File: config.mk
export PLATFORM = sky130hd
export DESIGN_NAME = sccb_txn_arbiter
export DESIGN_NICKNAME = d
export VERILOG_FILES = /design/src/rtl/sccb_pkg.sv /design/src/rtl/sccb_rr_pick.sv /design/src/rtl/sccb_txn_arbiter.sv
export SDC_FILE = /design/constraint.sdc
export NUM_CORES = 1
export LEC_CHECK = 0
export CAP_MARGIN = 40
export CORE_AREA = 2 2 84 86
export DETAILED_ROUTE_END_ITERATION = 7
export DIE_AREA = 0 0 86 88
export GPL_ROUTABILITY_DRIVEN = 0
export GPL_TIMING_DRIVEN = 0
export PLACE_DENSITY = 0.87
export REMOVE_ABC_BUFFERS = 1
export SYNTH_ARGS = -nofsm -noshare
export SYNTH_HDL_FRONTEND = slang
export SYNTH_SLANG_ARGS = --single-unit
File: constraint.sdc
create_clock -name iCLK -period 2.46 [get_ports iCLK]
set_input_delay 0.246 -clock iCLK [delete_from_list [all_inputs] [get_ports iCLK]]
set_output_delay 0.246 -clock iCLK [all_outputs]
set_load 0.05 [all_outputs]
File: src/rtl/sccb_pkg.sv
// sccb_pkg: shared state encoding and constants for the SCCB transaction arbiter.
package sccb_pkg;
    typedef enum logic [2:0] {
        IDLE   = 3'd0,
        LAUNCH = 3'd1,
        BUSY   = 3'd2,
        GAP    = 3'd3,
        DONE   = 3'd4
    } state_e;
    localparam logic       ACK_OK         = 1'b0;
    localparam logic [7:0] DEF_SLAVE_ADDR = 8'h42;
endpackage

File: src/rtl/sccb_rr_pick.sv
// sccb_rr_pick: two-way round-robin picker; on a tie the port that was not served last wins.
module sccb_rr_pick (
    input  logic req0_i,
    input  logic req1_i,
    input  logic last_i,
    output logic valid_o,
    output logic gnt_o
);
    assign valid_o = req0_i | req1_i;
    assign gnt_o   = (req0_i && req1_i) ? ~last_i : req1_i;
endmodule

File: src/rtl/sccb_txn_arbiter.sv
// sccb_txn_arbiter: shares one SCCB/I2C transaction engine between two requesters,
// with NACK retry, per-attempt timeout and per-port done/err/read-data responses.
module sccb_txn_arbiter
    import sccb_pkg::*;
#(
    parameter logic [7:0] SLAVE_ADDR    = DEF_SLAVE_ADDR,
    parameter int         MAX_RETRY     = 3,
    parameter int         TIMEOUT_TICKS = 200
) (
    input  logic        iCLK,
    input  logic        iRST_N,
    input  logic        eng_en,
    input  logic        req0,
    input  logic        req1,
    input  logic        wr0,
    input  logic        wr1,
    input  logic [7:0]  sub0,
    input  logic [7:0]  sub1,
    input  logic [7:0]  wdat0,
    input  logic [7:0]  wdat1,
    output logic        done0,
    output logic        done1,
    output logic        err0,
    output logic        err1,
    output logic [7:0]  rdat0,
    output logic [7:0]  rdat1,
    output logic        busy,
    output logic        eng_go,
    output logic        eng_wr,
    output logic [23:0] eng_wdata,
    input  logic        eng_end,
    input  logic        eng_ack,
    input  logic [7:0]  eng_rdata
);
    localparam int RW = $clog2(MAX_RETRY + 1);
    localparam int TW = $clog2(TIMEOUT_TICKS + 1);

    state_e        state_q;
    logic [RW-1:0] retry_q;
    logic [TW-1:0] tick_q, tick_d;
    logic          last_q, gnt_q, wr_q, err_q, go_q, busy_q;
    logic          done0_q, done1_q, err0_q, err1_q;
    logic [23:0]   cmd_q;
    logic [7:0]    rd_q, rdat0_q, rdat1_q;
    logic          pick_valid, pick_id, tmo;

    sccb_rr_pick u_pick (
        .req0_i (req0),
        .req1_i (req1),
        .last_i (last_q),
        .valid_o(pick_valid),
        .gnt_o  (pick_id)
    );

    assign tick_d = (tick_q == TW'(TIMEOUT_TICKS)) ? tick_q : tick_q + 1'b1;
    assign tmo    = (tick_d == TW'(TIMEOUT_TICKS));

    always_ff @(posedge iCLK or negedge iRST_N) begin
        if (!iRST_N) begin
            state_q <= IDLE;
            retry_q <= '0;
            tick_q  <= '0;
            last_q  <= 1'b1;
            gnt_q   <= 1'b0;
            wr_q    <= 1'b0;
            err_q   <= 1'b0;
            go_q    <= 1'b0;
            busy_q  <= 1'b0;
            done0_q <= 1'b0;
            done1_q <= 1'b0;
            err0_q  <= 1'b0;
            err1_q  <= 1'b0;
            cmd_q   <= '0;
            rd_q    <= '0;
            rdat0_q <= '0;
            rdat1_q <= '0;
        end else begin
            done0_q <= 1'b0;
            done1_q <= 1'b0;
            err0_q  <= 1'b0;
            err1_q  <= 1'b0;
            if (eng_en) begin
                case (state_q)
                    IDLE: if (pick_valid) begin
                        gnt_q   <= pick_id;
                        wr_q    <= pick_id ? wr1 : wr0;
                        cmd_q   <= {SLAVE_ADDR, pick_id ? sub1 : sub0, pick_id ? wdat1 : wdat0};
                        retry_q <= '0;
                        tick_q  <= '0;
                        err_q   <= 1'b0;
                        busy_q  <= 1'b1;
                        go_q    <= 1'b1;
                        state_q <= LAUNCH;
                    end
                    LAUNCH: begin
                        tick_q <= tick_d;
                        if (tmo) begin
                            err_q   <= 1'b1;
                            go_q    <= 1'b0;
                            state_q <= DONE;
                        end else if (!eng_end) state_q <= BUSY;
                    end
                    BUSY: begin
                        tick_q <= tick_d;
                        // A completed transfer wins over a timeout landing on the same strobe
                        if (eng_end && eng_ack == ACK_OK) begin
                            rd_q    <= eng_rdata;
                            go_q    <= 1'b0;
                            state_q <= DONE;
                        end else if (eng_end && retry_q < RW'(MAX_RETRY)) begin
                            retry_q <= retry_q + 1'b1;
                            go_q    <= 1'b0;
                            state_q <= GAP;
                        end else if (eng_end || tmo) begin
                            err_q   <= 1'b1;
                            go_q    <= 1'b0;
                            state_q <= DONE;
                        end
                    end
                    GAP: begin
                        tick_q  <= '0;
                        go_q    <= 1'b1;
                        state_q <= LAUNCH;
                    end
                    DONE: begin
                        done0_q <= ~gnt_q;
                        done1_q <= gnt_q;
                        err0_q  <= ~gnt_q & err_q;
                        err1_q  <= gnt_q & err_q;
                        if (!wr_q && !err_q && !gnt_q) rdat0_q <= rd_q;
                        if (!wr_q && !err_q && gnt_q) rdat1_q <= rd_q;
                        last_q  <= gnt_q;
                        busy_q  <= 1'b0;
                        state_q <= IDLE;
                    end
                    default: state_q <= IDLE;
                endcase
            end
        end
    end

    assign done0     = done0_q;
    assign done1     = done1_q;
    assign err0      = err0_q;
    assign err1      = err1_q;
    assign rdat0     = rdat0_q;
    assign rdat1     = rdat1_q;
    assign busy      = busy_q;
    assign eng_go    = go_q;
    assign eng_wr    = wr_q;
    assign eng_wdata = cmd_q;
endmodule

==> impl_metrics.ini, run 1 <==
[run_status]
status = completed

[power_and_ir_drop]
p_seq_share_pct = 33.9
comb_power_share_pct = 46.8
power_density_nw_per_um2 = 1200
p_int_w = 0.00294
leakage_nw = 1.87
switching_share_pct = 42.6
ir_drop_uv = 646
clockPowerShare_pct = 19.3
p_switching_w = 0.00219
total_power_w = 0.00513

[clock_tree]
cts_setup_buffers = 0
cts.sinks = 64
path_clk_slew_ps = 70
htreeDepth = 3
cts_tree = done
clk_latency_ps = 330
root_buffer = clkbuf_8
cts-resized-gates = 0
clock_path_buffers = 2
cts-buffers-inserted = 9
cts_hold_buffers = 1

[placed_design]
port_buffers = 89
place_inst = 436
dp_hpwl_mm = 4.95

[floorplanning]
ios = 96
die_w_um = 86
die_h_um = 88
core.rowCount = 30
die_area_um2 = 7570
initial_core_util_pct = 46.4
core_region_area_um2 = 6640

[min_path]
min_path_type = input pin to async pin

[timing]
rsz0062_at_grt = false
fin_worst_skew_ps = 6.68
slew_headroom_pct = 46.7
setup_tns_ps = 0
finalHoldViolations = 0
finalCriticalPeriod_ps = 2240
worstMarginPinSlew_ps = 794
drv_slew = 0
max_freq_mhz = 447
fin_crit_sh_pct = 91.0
hold_ws_ps = 471
finalSetupViolCount = 0

[cells_and_area]
num_antenna_cells = 0
final_cell_mix = clkdlybuf4s50_1 (88), dfrtp_1 (63), o21ai_0 (32), nand2_1 (30)
final_common_cell = clkdlybuf4s50_1
fin_util_pct = 64.1
fin_cells = 453
drive_above_1_share_pct = 12.6
nets = 420
syn2layout_area_growth_pct = 38.3
fillers = 527

[route]
drtIter0Drc = 102
drc = 0
via_per_inst = 5.36
dr.pass1.iters = 4
wire_per_inst_um = 14.7
drt-total-wl_mm = 6.66
dr_total_vias = 2430
ant_nets = 0

[job]
maxCapViolCount = 0

[yosys]
synth_cell_type_count = 53
synth_edf_count = 0
ys.warnings.count = 0
synthArstFlopShare_pct = 100
yosys.area_share.adder_pct = 1.22
synthMuxAreaShare_pct = 14.7
synthXorXnorAreaFrac_pct = 0.853
synth_top_family_by_area = multiplexers
yosys.area_share.simple_pct = 14.1
syn-cell-area_um2 = 3080
synthFlopType = dfrtp_1
ys_seq_elements = 64
syn_avg_cell_area_um2 = 11.1
ys_seq_area_share_pct = 52.0
synth_compound_area_share_pct = 12.8
netlist_instances = 278

[worst_setup_path]
cpLargestDelayFamily = compound AO/OA/AOI/OAI gates
cp-start-kind = register
crit_type = register to register
cp_data_arrival_time_ps = 2460
path_buf_inv = 0
crit_chain = ha_1 -> and4_2 -> o21ai_0 -> a211oi_4 -> o311a_1 -> o211a_1
end_kind = register
cp_max_fo = 9
slowest_delay_ps = 460
cpMaxStageDelayCell = dfrtp_1
required_ps = 2680

[grt]
grt_pass1_vias = 2553
grt_max_degree = 39
grt.total_usage_pct = 19.5
antenna_found_initial = 0
grt_pass1_wl_mm = 11.5
overflow = 0
==> per-stage QoR <==
step / worst slack, ps / area [um2]
floorplan: -291 / 2990
global placement: -1210 / 3980
detailed placement: -30.2 / 4030
CTS: 227 / 4260
global route: 113 / 4260
finish: 221 / 4260
==> cell type report <==
class	count	area, um2	share of cell area, %
clock inverter	5	80.1	1.88
sequential	64	1600	37.6
inverter	5	18.8	0.441
multi-input combinational	195	1370	32.2
timing repair buffer	93	946	22.2
clock buffer	11	141	3.32
tap	80	100	2.35
==> metal layers <==
layer  part of all wire (%)  vias up  wire length (um)  GRT usage (%)
met5                      0        -                 0              0
met4                    2.0        0               130           10.8
met3                    7.5       12               499           5.37
met2                     50       88              3310           32.5
met1                     41     1172              2720           23.0
li1                       -     1158                 -              -
==> power by group through the flow <==
stage	clock network, W	logic (W)	registers, W
after floorplan	0	0.000770	0.00255
after global placement	0	0.00234	0.00173
after detailed placement	0	0.00241	0.00176
after CTS	0.00102	0.00242	0.00174
after global routing	0.00106	0.00257	0.00180
final	0.000992	0.00240	0.00174
==> cell families after synthesis <==
group,count (synthesis)
compound gates,60
xor+xnor,3
fa+ha+maj,3
buf+inv,24
flops,64
mux,42
other cells,1
simple gates,81
==> flip-flops by register name, indices dropped and copies added, names as in the netlist, 2 cells and up <==
| name | cells |
|---|---|
| eng_wdata | 17 |
| rd_q | 8 |
| rdat0 | 8 |
| rdat1 | 8 |
| tick_q | 8 |
| state_q | 3 |
| retry_q | 2 |
==> final timing paths <==
| check | start | to | slack, ps | cells after the start |
|---|---|---|---|---|
| setup / recovery | tick_q[0] | err_q | 220 | 6 |
| hold / removal | iRST_N | rdat1[7] | 470 | 2 |
| setup reg to reg | tick_q[0] | err_q | 220 | 6 |
| hold reg to reg | last_q | last_q | 480 | 2 |
| max in group asynchronous | iRST_N | last_q | 1320 | 3 |
| min in group iCLK | last_q | last_q | 480 | 2 |
==> synthesized netlist by cell type (4+ instances only) <==
master    instances  area (um2)
buf_2             7        35.0
and2_1            4        25.0
mux2_2           17         191
a21oi_1           4        20.0
mux2i_1          17         170
nand2b_1          4        25.0
mux2_1            8        90.1
nand2_1          30         113
nand3_1           7        35.0
inv_1             5        18.8
nor2_1           13        48.8
buf_4             8        60.1
o21ai_0          32         160
dfrtp_1          63        1580
No activity file was read; power rests on OpenSTA's default activity.
==> inputs of run 2 (changes only) <==
Settings changed: CELL_PAD_IN_SITES_DETAIL_PLACEMENT set to 1, CELL_PAD_IN_SITES_GLOBAL_PLACEMENT set to 2, CORE_AREA 2 2 84 86 to 2 2 106 108, DIE_AREA 0 0 86 88 to 0 0 108 110, PLACE_DENSITY 0.87 to 0.86, SYNTH_HIERARCHICAL set to 1.
==> impl_metrics.ini, run 2 <==
[run_status]
status = finished with violations
violations = hold timing

[cells_and_area]
largest_reg_flops = 17
final_common_cell = clkdlybuf4s50_1
syn2layout_area_growth_pct = 41.5
nets = 416
fin_cells = 509
num_antenna_cells = 0
final_cell_mix = clkdlybuf4s50_1 (88), dfrtp_1 (63), nand2_1 (33), o21ai_0 (26), mux2i_1 (17)
drive_above_1_share_pct = 11.4

[floorplanning]
initial_core_util_pct = 28.7
die_w_um = 108
die_area_um2 = 11900
core.rowCount = 38
core_region_area_um2 = 10700
ios = 96
die_h_um = 110

[yosys]
yosys-top-cells-area = dfrtp_1 (51%), mux2_1 (5.9%), mux2i_1 (5.5%), o21ai_0 (4.2%), nand2_1 (4.0%)
syn-cell-area_um2 = 3070
synth_edf_count = 0
netlist_instances = 273
ys.warnings.count = 6
syn_avg_cell_area_um2 = 11.2
yosysMostFrequentCell = dfrtp_1
synthFlopType = dfrtp_1
synth_top_area_share_pct = 51.4
synth_cell_type_count = 51
synth_common_cells = dfrtp_1 (63), nand2_1 (33), o21ai_0 (26)
ys_seq_area_share_pct = 52.3
ys_seq_elements = 64
synthArstFlopShare_pct = 100
yosys.area.top_type = dfrtp_1

[grt]
grt_pass1_vias = 2530
met2_usage_pct = 24.5
overflow = 0
grt.total_usage_pct = 14.2
grt_pass1_wl_mm = 12.8
grt.busiest_layer = met2
antenna_found_initial = 0
grt_max_degree = 65
use_met1_pct = 15.8
gr-usage-met3_pct = 5.76

[worst_setup_path]
crit_type = register to register
end_kind = register
cp_data_arrival_time_ps = 2520
cpMaxStageDelayCell = dfrtp_1
required_ps = 2690
crit_chain = inv_1 -> ha_1 -> nand4bb_1 -> or2_1 -> a2111o_1 -> nor4_4 -> o31a_1 -> a22oi_1
cp_max_fo = 6
crit_start = tick_q[0]
r2r-start = tick_q[0]
slowest_delay_ps = 450
cp-start-kind = register

[clock_tree]
htreeDepth = 3
path_clk_slew_ps = 80
clk_latency_ps = 350
cts_setup_buffers = 0
clock_path_buffers = 2
cts.sinks = 64
root_buffer = clkbuf_8
cts-buffers-inserted = 9
cts_tree = done
cts_hold_buffers = 0
cts-resized-gates = 0

[timing]
drv_slew = 0
hold_ws_ps = -16.7
max_freq_mhz = 438
fin_worst_skew_ps = 8.13
rsz0062_at_grt = false
final.setup.worst_slack_ps = 175
finalHoldViolations = 22
slew_headroom_pct = 46.2
worstMarginPinSlew_ps = 807
finalSetupViolCount = 0
fin_crit_sh_pct = 92.9
finalCriticalPeriod_ps = 2290
setup_tns_ps = 0

[route]
via_per_inst = 4.66
dr_total_vias = 2373
drt-total-wl_mm = 7.62
wire_per_inst_um = 15.0
drc = 0
ant_nets = 0
drtIter0Drc = 82
dr.pass1.iters = 4

[job]
maxCapViolCount = 0

[placed_design]
port_buffers = 89
dp_hpwl_mm = 5.73
place_inst = 493
dp_slack_ps = -3.72

[power_and_ir_drop]
leakage_nw = 1.89
ir_drop_uv = 399
power_density_nw_per_um2 = 1100

[min_path]
min_path_type = input pin to async pin
## run 2: cell types whose count changed in the layout (fill, tap and decap cells not counted), moves of 3 or more
cell | previous run | this run
mux2_1 | 8 | 16
a22oi_1 | 0 | 3
nand2_1 | 30 | 33
nand2b_1 | 4 | 1
o21ai_1 | 0 | 3
o21ai_0 | 32 | 26
a31oi_1 | 3 | 0
inv_6 | 0 | 3
mux2_2 | 17 | 11
## run 2: area by class of cell
type | count | area, um2
multi-input cells | 191 | 1360
clock inverters | 7 | 103
fillers | 1206 | 6360
inverters | 6 | 36.3
flip-flops and latches | 64 | 1600
repair buffers | 92 | 938
clock buffers | 9 | 124
well taps | 140 | 175
## run 2: final timing paths
path | cells past startpoint | endpoint | slack [ps]
worst min register to register | 2 | eng_wdata[0] | 480
worst max-delay path | 8 | state_q[2] | 170
max in group asynchronous | 1 | eng_wr | 1950
worst min-delay path | 1 | rd_q[2] | -20
min in group iCLK | 2 | eng_wdata[0] | 480
worst max register to register | 8 | state_q[2] | 170
## run 2: layer usage
layer | up-vias | routed length [um] | share of wire (%)
met1 | 1156 | 3160 | 41
met2 | 70 | 3810 | 50
met5 | - | 0 | 0
met4 | 0 | 106 | 1.4
met3 | 9 | 552 | 7.2
li1 | 1138 | - | -
## run 2: logic make-up (layout without fill, tap and decap cells)
family          count (synthesis)  after routing  synth area share, %
compound gates                 57             57                 12.0
mux                            44             44                 15.5
flops                          64             64                 52.3
simple gates                   76             76                 13.4
xor+xnor                        5              5                 1.43
fa+ha+maj                       3              3                 1.22
buf+inv                        23            114                 4.12
other cells                     1              6                0.122
## run 2: report_power, final
| group | internal [W] | switching, W |
|---|---|---|
| clock network | 0.000582 | 0.000455 |
| registers | 0.00139 | 0.000289 |
| logic | 0.000777 | 0.00129 |
## run 2: metrics by stage
step,instance area [um2],util (%),power [W]
2_1_floorplan,3000,-,0.00299
3_3_place_gp,4060,38.0,0.00370
3_5_place_dp,4110,38.4,0.00378
4_1_cts,4340,40.6,0.00485
5_1_grt,4340,40.6,0.00508
6_report,4340,40.6,0.00478
## run 2: critical path: cells and delay by family (launching register included)
kind	cells	cell delay [ps]
AO/OA/AOI/OAI	3	790
AND/OR/NAND/NOR	3	670
flip-flops	1	450
adder cells (fa/ha/maj)	1	150
buffers and inverters	1	90
==> inputs of run 3 (changes only) <==
Settings changed: CORE_AREA 2 2 106 108 to 2 2 103 105, DIE_AREA 0 0 108 110 to 0 0 105 107, GPL_ROUTABILITY_DRIVEN 0 to unset, PLACE_DENSITY 0.86 to unset, PLACE_DENSITY_LB_ADDON set to 0.2.
Clock period 2.46 ns to 2.8 ns, I/O delays scaled along.
==> impl_metrics.ini, run 3 (synthesis results as in run 2) <==
[floorplanning]
core_region_area_um2 = 10100
die_w_um = 105
ios = 96
die_area_um2 = 11200
die_h_um = 107
initial_core_util_pct = 30.4
core.rowCount = 37

[worst_setup_path]
end_kind = register
crit_start = tick_q[0]
required_ps = 3010
cp_max_fo = 6
r2r-start = tick_q[0]
cp-start-kind = register
cp_data_arrival_time_ps = 2520
crit_type = register to register

[power_and_ir_drop]
p_switching_w = 0.00179
power_density_nw_per_um2 = 930
p_seq_share_pct = 36.7
comb_power_share_pct = 45.0
leakage_nw = 1.88
p_int_w = 0.00223
ir_drop_uv = 368
switching_share_pct = 44.5
clockPowerShare_pct = 18.3

[job]
maxCapViolCount = 0

[route]
wire_per_inst_um = 14.9
dr.pass1.iters = 4
drt-total-wl_mm = 7.54
via_per_inst = 4.68
ant_nets = 0
dr_total_vias = 2372
drc = 0
drtIter0Drc = 91

[placed_design]
gp_congestion = 0.783
dp_slack_ps = 318
dp_hpwl_mm = 5.56
port_buffers = 89

[cells_and_area]
final_common_cell = clkdlybuf4s50_1
largest_reg_flops = 17
num_antenna_cells = 0
regArea_um2 = 1600
drive_above_1_share_pct = 11.6
syn2layout_area_growth_pct = 40.9
final_cell_mix = clkdlybuf4s50_1 (88), dfrtp_1 (63), nand2_1 (33), o21ai_0 (26), mux2i_1 (17)
multi_input_area_um2 = 1360
nets = 418
fillers = 1161

[grt]
grt_pass1_vias = 2528
grt_pass1_wl_mm = 12.8
overflow = 0
grt_max_degree = 63
antenna_found_initial = 0
grt.total_usage_pct = 14.4

[timing]
fin_worst_skew_ps = 10.4
final.setup.worst_slack_ps = 490
finalSetupViolCount = 0
finalCriticalPeriod_ps = 2310
setup_tns_ps = 0
drv_slew = 0
finalHoldViolations = 0
rsz0062_at_grt = false
slew_headroom_pct = 47.4
worstMarginPinSlew_ps = 784
fin_crit_sh_pct = 82.5
max_freq_mhz = 433

[run_status]
status = completed

[min_path]
min_path_type = input pin to async pin

[clock_tree]
cts-buffers-inserted = 9
cts_setup_buffers = 0
cts_tree = done
htreeDepth = 3
clk_latency_ps = 340
clock_path_buffers = 2
root_buffer = clkbuf_8
path_clk_slew_ps = 90
cts.sinks = 64
==> run 3: power by group through the flow <==
| stage | combinational, W | sequential, W | clock, W |
|---|---|---|---|
| floorplan | 0.000592 | 0.00204 | 0 |
| global placement | 0.00179 | 0.00148 | 0 |
| detailed placement | 0.00183 | 0.00150 | 0 |
| CTS | 0.00184 | 0.00148 | 0.000767 |
| global route | 0.00196 | 0.00154 | 0.000801 |
| finish | 0.00181 | 0.00148 | 0.000737 |
==> run 3: final timing paths <==
check | depth (start not counted) | slack [ps] | end
max | 8 | 490 | state_q[2]
min | 2 | 280 | eng_wdata[5]
max reg2reg | 8 | 490 | state_q[2]
min reg2reg | 2 | 480 | eng_wdata[13]
max in group asynchronous | 3 | 1990 | last_q
min in group iCLK | 2 | 480 | eng_wdata[13]
==> run 3: critical path, stage by stage, from the launching register on <==
cell,delay (ps)
dfrtp_1,450
inv_1,80
ha_1,150
nand4bb_1,140
or2_1,280
a2111o_1,450
nor4_4,280
o31a_1,250
a22oi_1,110
==> run 3: cell type report <==
class,instances,share of cell area (%)
clock buffer,9,2.87
multi-input combinational,191,31.5
inverter,6,0.840
timing repair buffer,94,22.5
clock inverter,7,1.27
tap,136,3.94
sequential,64,37.1
==> run 3: layer usage <==
layer | vias up | global-route usage [%] | wire length (um) | part of all wire [%]
met3 | 4 | 5.47 | 570 | 7.6
li1 | 1143 | - | - | -
met4 | 0 | 4.57 | 68 | 0.90
met5 | - | 0 | 0 | 0
met2 | 72 | 23.1 | 3490 | 46
met1 | 1153 | 17.9 | 3410 | 45
==> run 3: what timing repair did <==
action	CTS	global route
resized for setup	0	0
hold buffers	1	0
endpoints found under the hold margin	63	0
==> run 3: stage by stage <==
step | instances | hold WS (ps) | util [%] | power, W | instance area, um2
2_1_floorplan | 261 | -15.6 | - | 0.00263 | 3000
3_3_place_gp | 486 | 461 | 40.2 | 0.00327 | 4060
3_5_place_dp | 490 | 87.2 | 40.9 | 0.00332 | 4130
4_1_cts | 507 | 265 | 42.8 | 0.00408 | 4320
5_1_grt | 507 | 290 | 42.8 | 0.00430 | 4320
6_report | 507 | 282 | 42.8 | 0.00402 | 4320
